--- src/rtl/reg_wb_arbiter.sv ---
// Write-port controller for the 32x32 register file: clears every register after
// reset, then arbitrates the single write port between core writeback and aux.
module reg_wb_arbiter #(
  parameter int NREG   = 32,
  parameter int AW     = 5,
  parameter int DW     = 32,
  parameter int STARVE = 4
) (
  input  logic          clk,
  input  logic          rst_n,
  input  logic          core_we,
  input  logic [AW-1:0] core_wr,
  input  logic [DW-1:0] core_wd,
  output logic          core_stall,
  input  logic          aux_valid,
  input  logic [AW-1:0] aux_wr,
  input  logic [DW-1:0] aux_wd,
  output logic          aux_ready,
  output logic          init_done,
  output logic          rf_wren,
  output logic [AW-1:0] rf_wr,
  output logic [DW-1:0] rf_wd
);

  typedef enum logic {CLEAR, RUN} state_t;

  localparam logic [3:0]    STARVE_MAX = 4'(STARVE);
  localparam logic [AW-1:0] LAST_REG   = AW'(NREG - 1);

  state_t        state;
  logic [AW-1:0] clr_cnt;
  logic [3:0]    starve_cnt;
  logic          grant_core;
  logic          grant_aux;
  logic [AW-1:0] sel_wr;
  logic [DW-1:0] sel_wd;

  // A starved aux request beats the core; otherwise the core has priority.
  always_comb begin
    grant_core = 1'b0;
    grant_aux  = 1'b0;
    if (state == RUN) begin
      if (aux_valid && starve_cnt == STARVE_MAX) grant_aux = 1'b1;
      else if (core_we)                          grant_core = 1'b1;
      else if (aux_valid)                        grant_aux = 1'b1;
    end
  end

  always_comb begin
    sel_wr = '0;
    sel_wd = '0;
    if (state == CLEAR) begin
      sel_wr = clr_cnt;
    end else if (grant_aux) begin
      sel_wr = aux_wr;
      sel_wd = aux_wd;
    end else if (grant_core) begin
      sel_wr = core_wr;
      sel_wd = core_wd;
    end
  end

  assign aux_ready  = grant_aux;
  assign core_stall = core_we && !grant_core;
  // rst_n gates the clear write so the port goes quiet the instant reset asserts.
  assign rf_wren    = (state == CLEAR) ? rst_n : ((grant_aux || grant_core) && sel_wr != '0);
  assign rf_wr      = sel_wr;
  assign rf_wd      = rf_wren ? sel_wd : '0;

  always_ff @(posedge clk or negedge rst_n) begin
    if (!rst_n) begin
      state      <= CLEAR;
      clr_cnt    <= '0;
      starve_cnt <= '0;
      init_done  <= 1'b0;
    end else begin
      case (state)
        CLEAR: begin
          clr_cnt <= clr_cnt + 1'b1;
          if (clr_cnt == LAST_REG) begin
            state     <= RUN;
            init_done <= 1'b1;
            clr_cnt   <= '0;
          end
        end
        RUN: begin
          if (aux_valid) begin
            if (aux_ready)                     starve_cnt <= '0;
            else if (starve_cnt != STARVE_MAX) starve_cnt <= starve_cnt + 1'b1;
          end
        end
        default: state <= CLEAR;
      endcase
    end
  end

endmodule

--- config.mk ---
export PLATFORM = sky130hd
export DESIGN_NAME = reg_wb_arbiter
export DESIGN_NICKNAME = d
export VERILOG_FILES = /design/src/rtl/reg_wb_arbiter.sv
export SDC_FILE = /design/constraint.sdc
export NUM_CORES = 1
export LEC_CHECK = 0
export BUFFER_PORTS_ARGS = -buffer_cell sky130_fd_sc_hd__buf_2
export CORE_MARGIN = 2
export CORE_UTILIZATION = 26
export DETAILED_ROUTE_END_ITERATION = 10
export PLACE_DENSITY = 0.71
export RECOVER_POWER = 50
export SLEW_MARGIN = 20
export SYNTH_ARGS = -nofsm -noshare
export SYNTH_HDL_FRONTEND = slang
export SYNTH_SLANG_ARGS = --single-unit
--- constraint.sdc ---
create_clock -name clk -period 3.6 [get_ports clk]
set_input_delay 0.9 -clock clk [delete_from_list [all_inputs] [get_ports clk]]
set_output_delay 0.9 -clock clk [all_outputs]
set_load 0.05 [all_outputs]
After elaboration in Yosys (flattened, before gate mapping)
Index checks and enable logic that the tools add are counted.
{"block": "totals", "output_inout_bits": 41, "romBits": 0, "mem_count": 0, "word_cells": 39, "latch_bits": 0, "inputBits": 78, "mem_bits_rw": 0, "register_bits": 11}
{"block": "classes", "magnitude_cmp": 0, "n_addsub": 2, "n_bitwise": 1, "n_mul": 0, "eq_ne": 3, "n_div": 0, "n_reduce_logical": 9, "n_mux": 20, "shifts": 0}
{"operator": "two-way mux 32 bit", "n": 4}
{"operator": "two-way mux 5 bit", "n": 4}
{"operator": "two-way mux 1 bit", "n": 10}
{"operator": "two-way mux 4 bit", "n": 2}
{"operator": "adder 5 x 1 -> 5 bit (second input constant)", "n": 1}
{"operator": "== test 5 bit (second input constant)", "n": 1}
{"operator": "nonzero test 5 bit", "n": 1}
{"operator": "adder 4 x 1 -> 4 bit (second input constant)", "n": 1}
{"operator": "== test 4 x 3 -> 1 bit (second input constant)", "n": 1}
{"operator": "!= test 4 x 3 -> 1 bit (second input constant)", "n": 1}
{"operator": "logical AND 1 bit", "n": 3}
{"operator": "AND reduction 3 bit", "n": 1}
{"operator": "AND reduction 2 bit", "n": 1}
{"operator": "nonzero test 2 bit", "n": 1}
{"operator": "zero test 1 bit", "n": 1}
{"operator": "logical OR 1 bit", "n": 1}
{"operator": "inverter 1 bit", "n": 1}

Longest topological paths before layout
Gate-level depths: netlist (run 1).
{"block": "depth", "depth_word": 11, "ltp_mapped": 9, "mapped_depth_nobuf": 7}

Least setup slack after synthesis (run 1)
No wires, ideal clock.
{"block": "synth_timing", "path_type": "input to output", "start": "input port core_we", "end": "output port rf_wd[0]", "cell_stages": 6, "slack_ns": -0.597, "t_required_ns": 2.700, "n_path_buf": 2, "arrival_ns": 3.297, "cell_sequence": "buf_2 > a21oi_1 > buf_2 > a221o_1 > nor3_4 > a211oi_1"}
{"block": "synth_via", "elab_chain_cells": 10, "elab_cells_between_ends": 17, "classes_between": "mux (14); reduce/logical (3)"}
{"item": "from (decl)", "line": "11", "source": "input logic core_we,"}
{"item": "two-way mux 1 bit", "line": "44", "source": "else if (core_we) grant_core = 1'b1;"}
{"item": "two-way mux 1 bit", "line": "43", "source": "if (aux_valid && starve_cnt == STARVE_MAX) grant_aux = 1'b1;"}
{"item": "two-way mux 1 bit", "line": "42", "source": "if (state == RUN) begin"}
{"item": "two-way mux 5 bit", "line": "57", "source": "end else if (grant_core) begin"}
{"item": "two-way mux 5 bit *", "line": "54", "source": "end else if (grant_aux) begin"}
{"item": "two-way mux 5 bit *", "line": "52", "source": "if (state == CLEAR) begin"}
{"item": "net rf_wr[2]", "line": "21", "source": "output logic [AW-1:0] rf_wr,"}
{"item": "nonzero test 5 bit *", "line": "66", "source": "assign rf_wren = (state == CLEAR) ? rst_n : ((grant_aux || grant_core) && sel_wr != '0);"}
{"item": "logical AND 1 bit *", "line": "66"}
{"item": "two-way mux 1 bit *", "line": "66"}
{"item": "two-way mux 32 bit *", "line": "68", "source": "assign rf_wd = rf_wren ? sel_wd : '0;"}
{"item": "to (decl)", "line": "22", "source": "output logic [DW-1:0] rf_wd"}
Mark *: on every way through the listed nets, which the timed path passes. The rest lies on a longest branch.

Final worst setup path (run 1)
{"block": "layout_timing", "start": "input port aux_valid", "end": "output port rf_wd[17]"}
{"block": "layout_via", "elab_chain_cells": 10, "elab_cells_between_ends": 18, "classes_between": "mux (14); reduce/logical (4)"}
{"item": "from (decl)", "line": "15", "source": "input logic aux_valid,"}
{"item": "two-way mux 1 bit / logical AND 1 bit (equally long branches)", "line": "45, 43"}
{"item": "two-way mux 1 bit (on tied branches)", "line": "44, 43"}
{"item": "two-way mux 1 bit (on tied branches)", "line": "43, 42"}
{"item": "two-way mux 1 bit / two-way mux 5 bit (equally long branches)", "line": "42, 57"}
{"item": "two-way mux 5 bit", "line": "54"}
{"item": "two-way mux 5 bit", "line": "52"}
{"item": "nonzero test 5 bit", "line": "66"}
{"item": "logical AND 1 bit", "line": "66"}
{"item": "two-way mux 1 bit", "line": "66"}
{"item": "two-way mux 32 bit *", "line": "68"}
Every way passes the cells marked *; elsewhere a longest branch is shown, timed or not.

==> impl_summary.log, run 1 <==
INFO  metric dieArea = 5240 um2
INFO  metric async_flop_share = 100%
INFO  metric synth_top_area_share = 22.6%
INFO  metric dr_total_vias = 1672
INFO  metric numPortBuffers = 118
INFO  metric total_setup_violations_reported_at_the_end_of_the_flow = 0
INFO  metric share_of_synthesized_area_occupied_by_flip_flops_and_latches = 22.6%
INFO  metric antenna_cells = 0
INFO  metric cts_made_buffers = 3
INFO  metric synth.top_cells.by_count = a22oi_1, a21oi_1, dfrtp_1
INFO  metric core.rowCount = 24
INFO  metric critPathKind = in2out
INFO  metric maxClockFrequency = 284 MHz
INFO  metric cts.htree.levels = 1
INFO  metric drive_above_1_share = 60.6%
INFO  metric fin_nets = 357
INFO  metric cts.sinks = 11
INFO  metric first_global_vias = 1475
INFO  metric post_synth_num_cell_types = 32
INFO  metric antenna_found_initial = 0
INFO  metric final_min_period_over_clock_period = 97.6%
INFO  metric floorplan.die.width = 72.4 um
INFO  metric synth_fp_nets = 237
INFO  metric clk_pin_slew_worst_paths = 0.05 ns
INFO  metric timing.rr.start = clr_cnt[0]
INFO  metric die-height = 72.4 um
INFO  metric synthesis.instances = 155
INFO  metric detailed_place_hpwl = 3.60 mm
INFO  metric reg2reg_slack = 1.98 ns
INFO  metric power_report.internal_total = 348 uW
INFO  metric cts_setup_buffers = 0
INFO  metric hold-path-cell-count = 1
INFO  metric total_congestion_overflow_after_global_routing = 0
INFO  metric synth_ff_type = dfrtp_1
INFO  metric avgSynthCellArea = 7.85 um2
INFO  metric synthesis.area = 1220 um2
INFO  metric end_kind = output port
INFO  metric initial_utilization = 27.4%
INFO  metric swShare = 50.3%
INFO  metric vias_per_cell = 5.13
INFO  metric period_minus_ws_final = 3.52 ns
INFO  metric power.share.sequential = 19.0%
INFO  metric post-synth-top-area-cell = dfrtp_1
INFO  metric final_max_slew_viol_count = 0
INFO  metric powerDensity = 319 nW/um2
INFO  metric hp-class = reg2reg
INFO  metric layout-area-overhead-vs-synth = 80.6%
INFO  metric top_level_ports = 119
INFO  metric combPwrFrac = 63.0%
INFO  metric share_clk_of_total_power = 18.0%
INFO  metric postRouteAntennaNets = 0
INFO  metric hold_path_startpoint = init_done
INFO  metric post_drt_wl_per_cell = 13.6 um
INFO  metric required = 2.70 ns
INFO  metric placeableCoreArea = 4440 um2
INFO  metric worstReg2RegEnd = clr_cnt[3]
INFO  metric finalSetupTns = 0 ns
INFO  metric postRouteWirelength = 4.42 mm
INFO  metric crit_arrival = 2.62 ns
INFO  metric cts_buffer_depth = 2
INFO  metric ff2ff_path_depth = 6
INFO  metric place_inst = 322
INFO  metric crit_fanout = 13
INFO  metric finish.utilization = 49.4%
INFO  metric ys_warn_count = 0
INFO  metric hold_buf_cts = 0
INFO  metric global_route.usage.total = 15.7%
INFO  metric ys_ff_latch = 11
INFO  metric max-vdd-ir-drop = 195 uV
INFO  metric cts_tree = built
INFO  metric setup.worst_path.start_class = input port
INFO  metric switching_power = 352 uW
INFO  metric slew-limit-headroom = 58.8%
INFO  metric cts_root_buf = clkbuf_8
INFO  metric pin_count_of_the_biggest_net_entering_global_routing = 22
INFO  metric power_leakage = 0.00107 uW
INFO  metric initial_drt_markers = 50
INFO  metric grt_pass1_wl = 6.69 mm
INFO  metric most_used_standard_cell_by_instance_count_after_synthesis = a22oi_1
INFO  metric dr.pass1.iters = 4
INFO  metric worst_hold_path.endpoint = init_done
INFO  metric fin_skew = 0.00344 ns
INFO  metric cap_viol_max_count = 0
INFO  metric grt_setup_unrepaired = false
INFO  metric final_hold_viol_count = 0
INFO  metric drc_errors = 0
INFO  metric routabilityCongestion = 0.904
INFO  metric p_total = 700 uW
INFO  metric latest_clock_arrival_within_the_worst_skew_pair = 0.24 ns
INFO  metric cell_types_occupying_the_most_area_after_synthesis = dfrtp_1, a22oi_1, a21oi_1
INFO  metric final-instance-count-excl-fill = 326
INFO  metric status = complete, no violations
INFO  metric worst_margin_pin_slew = 0.620 ns
INFO  metric cts_repair_resize_count = 0
INFO  metric synth-edff-count = 0
==> worst max path at each step <==
stage | start | end
after floorplan | core_we | rf_wd[0]
after global placement | aux_valid | rf_wd[17]
after detailed placement | aux_valid | rf_wd[17]
after CTS | aux_valid | rf_wd[17]
after global routing | aux_valid | rf_wd[23]
final | aux_valid | rf_wd[17]
==> registers in the layout (all words and copies together), names as in the netlist <==
register / cells
clr_cnt: 5
starve_cnt: 4
init_done: 1
state: 1
==> routing by layer <==
metal / GRT usage, % / vias to the layer above / wire [um]
li1: - / 842 / -
met1: 18.4 / 751 / 1700
met2: 29.1 / 76 / 2280
met3: 2.92 / 3 / 406
met4: 4.32 / 0 / 37
met5: 0 / - / 0
==> critical path, cell delays in order <==
cell and delay, ns:
buf_2 0.12, nand4b_2 0.11, and3_1 0.27, a221o_1 0.37, nor3_4 0.23, buf_12 0.16
buf_12 0.17, a21oi_2 0.07, buf_2 0.21
==> per-stage QoR <==
stage,worst slack (ns),hold WS (ns),instance area (um2)
6_report,0.0849,0.456,2200
2_1_floorplan,-0.133,0.451,1430
3_5_place_dp,0.0742,0.439,2170
4_1_cts,0.0717,0.461,2210
3_3_place_gp,0.132,0.440,2170
5_1_grt,0.00960,0.484,2200
==> power by group through the flow <==
stage | Sequential (uW) | Combinational (uW) | Clock [uW]
floorplan | 134 | 316 | 0
detailed placement | 135 | 447 | 0
finish | 133 | 441 | 126
CTS | 133 | 448 | 131
global route | 134 | 468 | 135
global placement | 135 | 443 | 0
==> final cells by class <==
class                           count  area (um2)
Fill cell                         449        2250
Multi-Input combinational cell    123        1040
Timing Repair Buffer              132         752
Sequential cell                    11         275
Tap cell                           52        65.1
Clock buffer                        3        41.3
Inverter                            4        15.0
Clock inverter                      1        5.00
==> logic make-up (layout without fill, tap and decap cells) <==
logic type / count (synthesis) / in the layout / share of synthesized area [%]
adders and majority gates: 4 / 4 / 4.12
AOI/OAI and AO/OA: 85 / 85 / 46.4
muxes: 2 / 2 / 1.85
DFF: 11 / 11 / 22.6
buffers and inverters: 21 / 140 / 9.57
and+or+nand+nor: 32 / 32 / 15.4
==> layout by cell type (no fill, tap or decap) <==
cell type,netlist,final
buf_2,5,111
a22oi_1,30,30
a21oi_2,4,19
a21oi_4,0,13
dfrtp_1,11,11
o21ai_0,9,9
clkbuf_1,6,9
nor2b_1,7,7
nor2_1,6,6
buf_12,0,6
nand2_1,5,5
buf_4,0,5
a221o_1,4,4
inv_1,4,4
ha_1,4,4
and3_1,3,3
a21o_1,3,3
clkbuf_8,0,3
nor3_1,2,2
a32oi_1,2,2
a211oi_2,0,2
mux2_2,2,2
nand4_1,2,2
nand3_1,2,2
nand3b_1,1,1
nand4b_2,1,1
a41o_1,1,1
nor3_4,1,1
nor2_4,0,1
nand2b_1,1,1
a31oi_1,1,1
o31ai_1,1,1
clkinv_2,0,1
clkbuf_2,1,1
Power figures use the tool's default switching activity.
==> run 2: changes to the inputs <==
Settings changed: ABC_AREA set to 1, GPL_TIMING_DRIVEN set to 0, PLACE_DENSITY 0.71 to 0.68.
==> impl_summary.log, run 2 <==
INFO  metric status = complete, no violations (unchanged)
INFO  metric core.rowCount = 27 (was 24)
INFO  metric crit_fanout = 10 (was 13)
INFO  metric worst_margin_pin_slew = 0.664 ns (was 0.620 ns)
INFO  metric synthesis.area = 1430 um2 (was 1220 um2)
INFO  metric pin_count_of_the_biggest_net_entering_global_routing = 13 (was 22)
INFO  metric total_placed_instance_area = 2110 um2 (was 2170 um2)
INFO  metric dieArea = 6110 um2 (was 5240 um2)
INFO  metric grt_setup_unrepaired = false (unchanged)
INFO  metric timing.hold.ws = 0.466 ns (was 0.456 ns)
INFO  metric cell_types_occupying_the_most_area_after_synthesis = nand2_1, dfrtp_1, a21oi_2 (was dfrtp_1, a22oi_1, a21oi_1)
INFO  metric fin_skew = 0.00100 ns (was 0.00344 ns)
INFO  metric hp-class = reg2reg (unchanged)
INFO  metric end_kind = output port (unchanged)
INFO  metric final_min_period_over_clock_period = 92.6% (was 97.6%)
INFO  metric crit_arrival = 2.43 ns (was 2.62 ns)
INFO  metric top_level_ports = 119 (unchanged)
INFO  metric ys_warn_count = 0 (unchanged)
INFO  metric floorplan.die.width = 78.2 um (was 72.4 um)
INFO  metric layout-area-overhead-vs-synth = 49.1% (was 80.6%)
INFO  metric cap_viol_max_count = 0 (unchanged)
INFO  metric synth_ff_type = dfrtp_1 (unchanged)
INFO  metric hold_buf_cts = 0 (unchanged)
INFO  metric required = 2.70 ns (about the same)
INFO  metric latest_clock_arrival_within_the_worst_skew_pair = 0.24 ns (about the same)
INFO  metric fin_area = 2130 um2 (was 2200 um2)
INFO  metric reg2reg_slack = 1.87 ns (was 1.98 ns)
INFO  metric detailed_place_hpwl = 3.52 mm (was 3.60 mm)
INFO  metric setup.worst_path.start_class = input port (unchanged)
INFO  metric period_minus_ws_final = 3.33 ns (was 3.52 ns)
INFO  metric slew-limit-headroom = 55.7% (was 58.8%)
INFO  metric async_flop_share = 100% (unchanged)
INFO  metric post-synth-top-area-cell = nand2_1 (was dfrtp_1)
INFO  metric synth-edff-count = 0 (unchanged)
INFO  metric initial_utilization = 26.5% (was 27.4%)
INFO  metric antenna_cells = 0 (unchanged)
INFO  metric dr.pass1.iters = 4 (unchanged)
INFO  metric cts_made_buffers = 3 (unchanged)
INFO  metric most_common_cell_after_layout_fill_and_taps_aside = buf_2 (unchanged)
INFO  metric global_route.usage.total = 13.5% (was 15.7%)
INFO  metric postRouteWirelength = 4.29 mm (was 4.42 mm)
INFO  metric postRouteAntennaNets = 0 (unchanged)
INFO  metric synth_top_area_share = 20.2% (was 22.6%)
INFO  metric numPortBuffers = 118 (unchanged)
INFO  metric synthesis.instances = 206 (was 155)
INFO  metric synth_fp_nets = 288 (was 237)
INFO  metric cts_root_buf = clkbuf_8 (unchanged)
INFO  metric drc_errors = 0 (unchanged)
INFO  metric registers_with_the_highest_flip_flop_counts = clr_cnt x5, starve_cnt x4 (unchanged)
INFO  metric critPathKind = in2out (unchanged)
INFO  metric dr_total_vias = 1729 (was 1672)
INFO  metric cts.sinks = 11 (unchanged)
INFO  metric vias_per_cell = 4.32 (was 5.13)
INFO  metric avgSynthCellArea = 6.94 um2 (was 7.85 um2)
INFO  metric top_register_by_number_of_flip_flops = clr_cnt (unchanged)
INFO  metric placeableCoreArea = 5410 um2 (was 4440 um2)
INFO  metric share_of_synthesized_area_occupied_by_flip_flops_and_latches = 19.2% (was 22.6%)
INFO  metric synth.top_cells.by_count = nand2_1, a21oi_2, inv_1 (was a22oi_1, a21oi_1, dfrtp_1)
INFO  metric maxClockFrequency = 300 MHz (was 284 MHz)
INFO  metric routabilityCongestion = 0.840 (was 0.904)
INFO  metric cts.htree.levels = 1 (unchanged)
INFO  metric die-height = 78.2 um (was 72.4 um)
INFO  metric initial_drt_markers = 56 (was 50)
INFO  metric setup_ws = 0.267 ns (was 0.0849 ns)
INFO  metric layout.cells.most_common_list = buf_2, nand2_1, a21oi_2 (was buf_2, a22oi_1, a21oi_2)
INFO  metric first_global_vias = 1551 (was 1475)
INFO  metric antenna_found_initial = 0 (unchanged)
INFO  metric post_synth_num_cell_types = 29 (was 32)
INFO  metric total_setup_violations_reported_at_the_end_of_the_flow = 0 (unchanged)
INFO  metric total_congestion_overflow_after_global_routing = 0 (unchanged)
INFO  metric drive_above_1_share = 52.7% (was 60.6%)
INFO  metric cts_setup_buffers = 0 (unchanged)
INFO  metric ys_ff_latch = 11 (unchanged)
INFO  metric cts_tree = built (unchanged)
INFO  metric post_drt_wl_per_cell = 10.7 um (was 13.6 um)
INFO  metric powerDensity = 342 nW/um2 (was 319 nW/um2)
INFO  metric final_max_slew_viol_count = 0 (unchanged)
INFO  metric pre_cts_slack = 0.259 ns (was 0.0742 ns)
INFO  metric fin_nets = 411 (was 357)
INFO  metric final_hold_viol_count = 0 (unchanged)
INFO  metric cts_repair_resize_count = 0 (unchanged)
INFO  metric max-vdd-ir-drop = 109 uV (was 195 uV)
INFO  metric cts_buffer_depth = 2 (unchanged)
INFO  metric power_leakage = 0.00112 uW (was 0.00107 uW)
INFO  metric grt_pass1_wl = 6.93 mm (was 6.69 mm)
INFO  metric largest_register_ff_count = 5 (unchanged)
INFO  metric clk_pin_slew_worst_paths = 0.05 ns (about the same)
INFO  metric finalSetupTns = 0 ns (unchanged)
INFO  metric most_used_standard_cell_by_instance_count_after_synthesis = nand2_1 (was a22oi_1)
[run 2: cell families (layout without fill, tap and decap cells)]
| kind of cell | after synthesis | in the layout | share of synthesized area (%) |
|---|---|---|---|
| AND/OR/NAND/NOR | 120 | 120 | 41.6 |
| AO/OA/AOI/OAI | 39 | 39 | 21.6 |
| adder cells (fa/ha/maj) | 4 | 4 | 3.50 |
| XOR/XNOR | 1 | 1 | 0.613 |
| buffers and inverters | 31 | 153 | 13.5 |
| flip-flops | 11 | 11 | 19.2 |
[run 2: report_power, final]
group	switching, uW	internal, uW	leakage, uW
Sequential	10.6	134	0.000140
Combinational	321	135	0.000959
Clock	51.4	76.4	0.0000255
Total	383	346	0.00112
[run 2: layout make-up]
cell class	count	area, um2
fill	586	3270
multi-input combinational	164	955
timing repair buffer	118	581
sequential	11	275
buffer	11	105
tap	72	90.1
inverter	20	80.1
clock buffer	3	41.3
clock inverter	1	5.00
[run 2: stage by stage]
stage | std cells | util (%) | power [uW]
6_report | 400 | 39.4 | 729
5_1_grt | 400 | 39.4 | 775
3_3_place_gp | 396 | 39.1 | 603
3_5_place_dp | 396 | 39.1 | 608
4_1_cts | 400 | 39.9 | 738
2_1_floorplan | 206 | - | 496
[run 2: worst paths after layout]
path / startpoint / end / cells after the start
worst max-delay path: core_we / rf_wd[22] / 9
worst max register to register: state / starve_cnt[3] / 8
worst min register to register: init_done / init_done / 1
max in group asynchronous: rst_n / state / 1
min in group asynchronous: rst_n / clr_cnt[3] / 1
worst min-delay path: init_done / init_done / 1
[run 2: routing by layer]
layer	track usage, %	up-vias	wire, um
met5	0	-	0
met4	2.11	0	27
met3	2.18	4	243
met2	23.5	55	2150
met1	17.7	766	1870
li1	-	904	-
[run 2: worst max-delay path: stages]
cell and delay [ns]:
buf_2 0.15, nand2_2 0.09, inv_4 0.10, nand2_1 0.06, inv_1 0.17, clkbuf_1 0.39
nand2_1 0.14, a21oi_2 0.15, buf_2 0.27
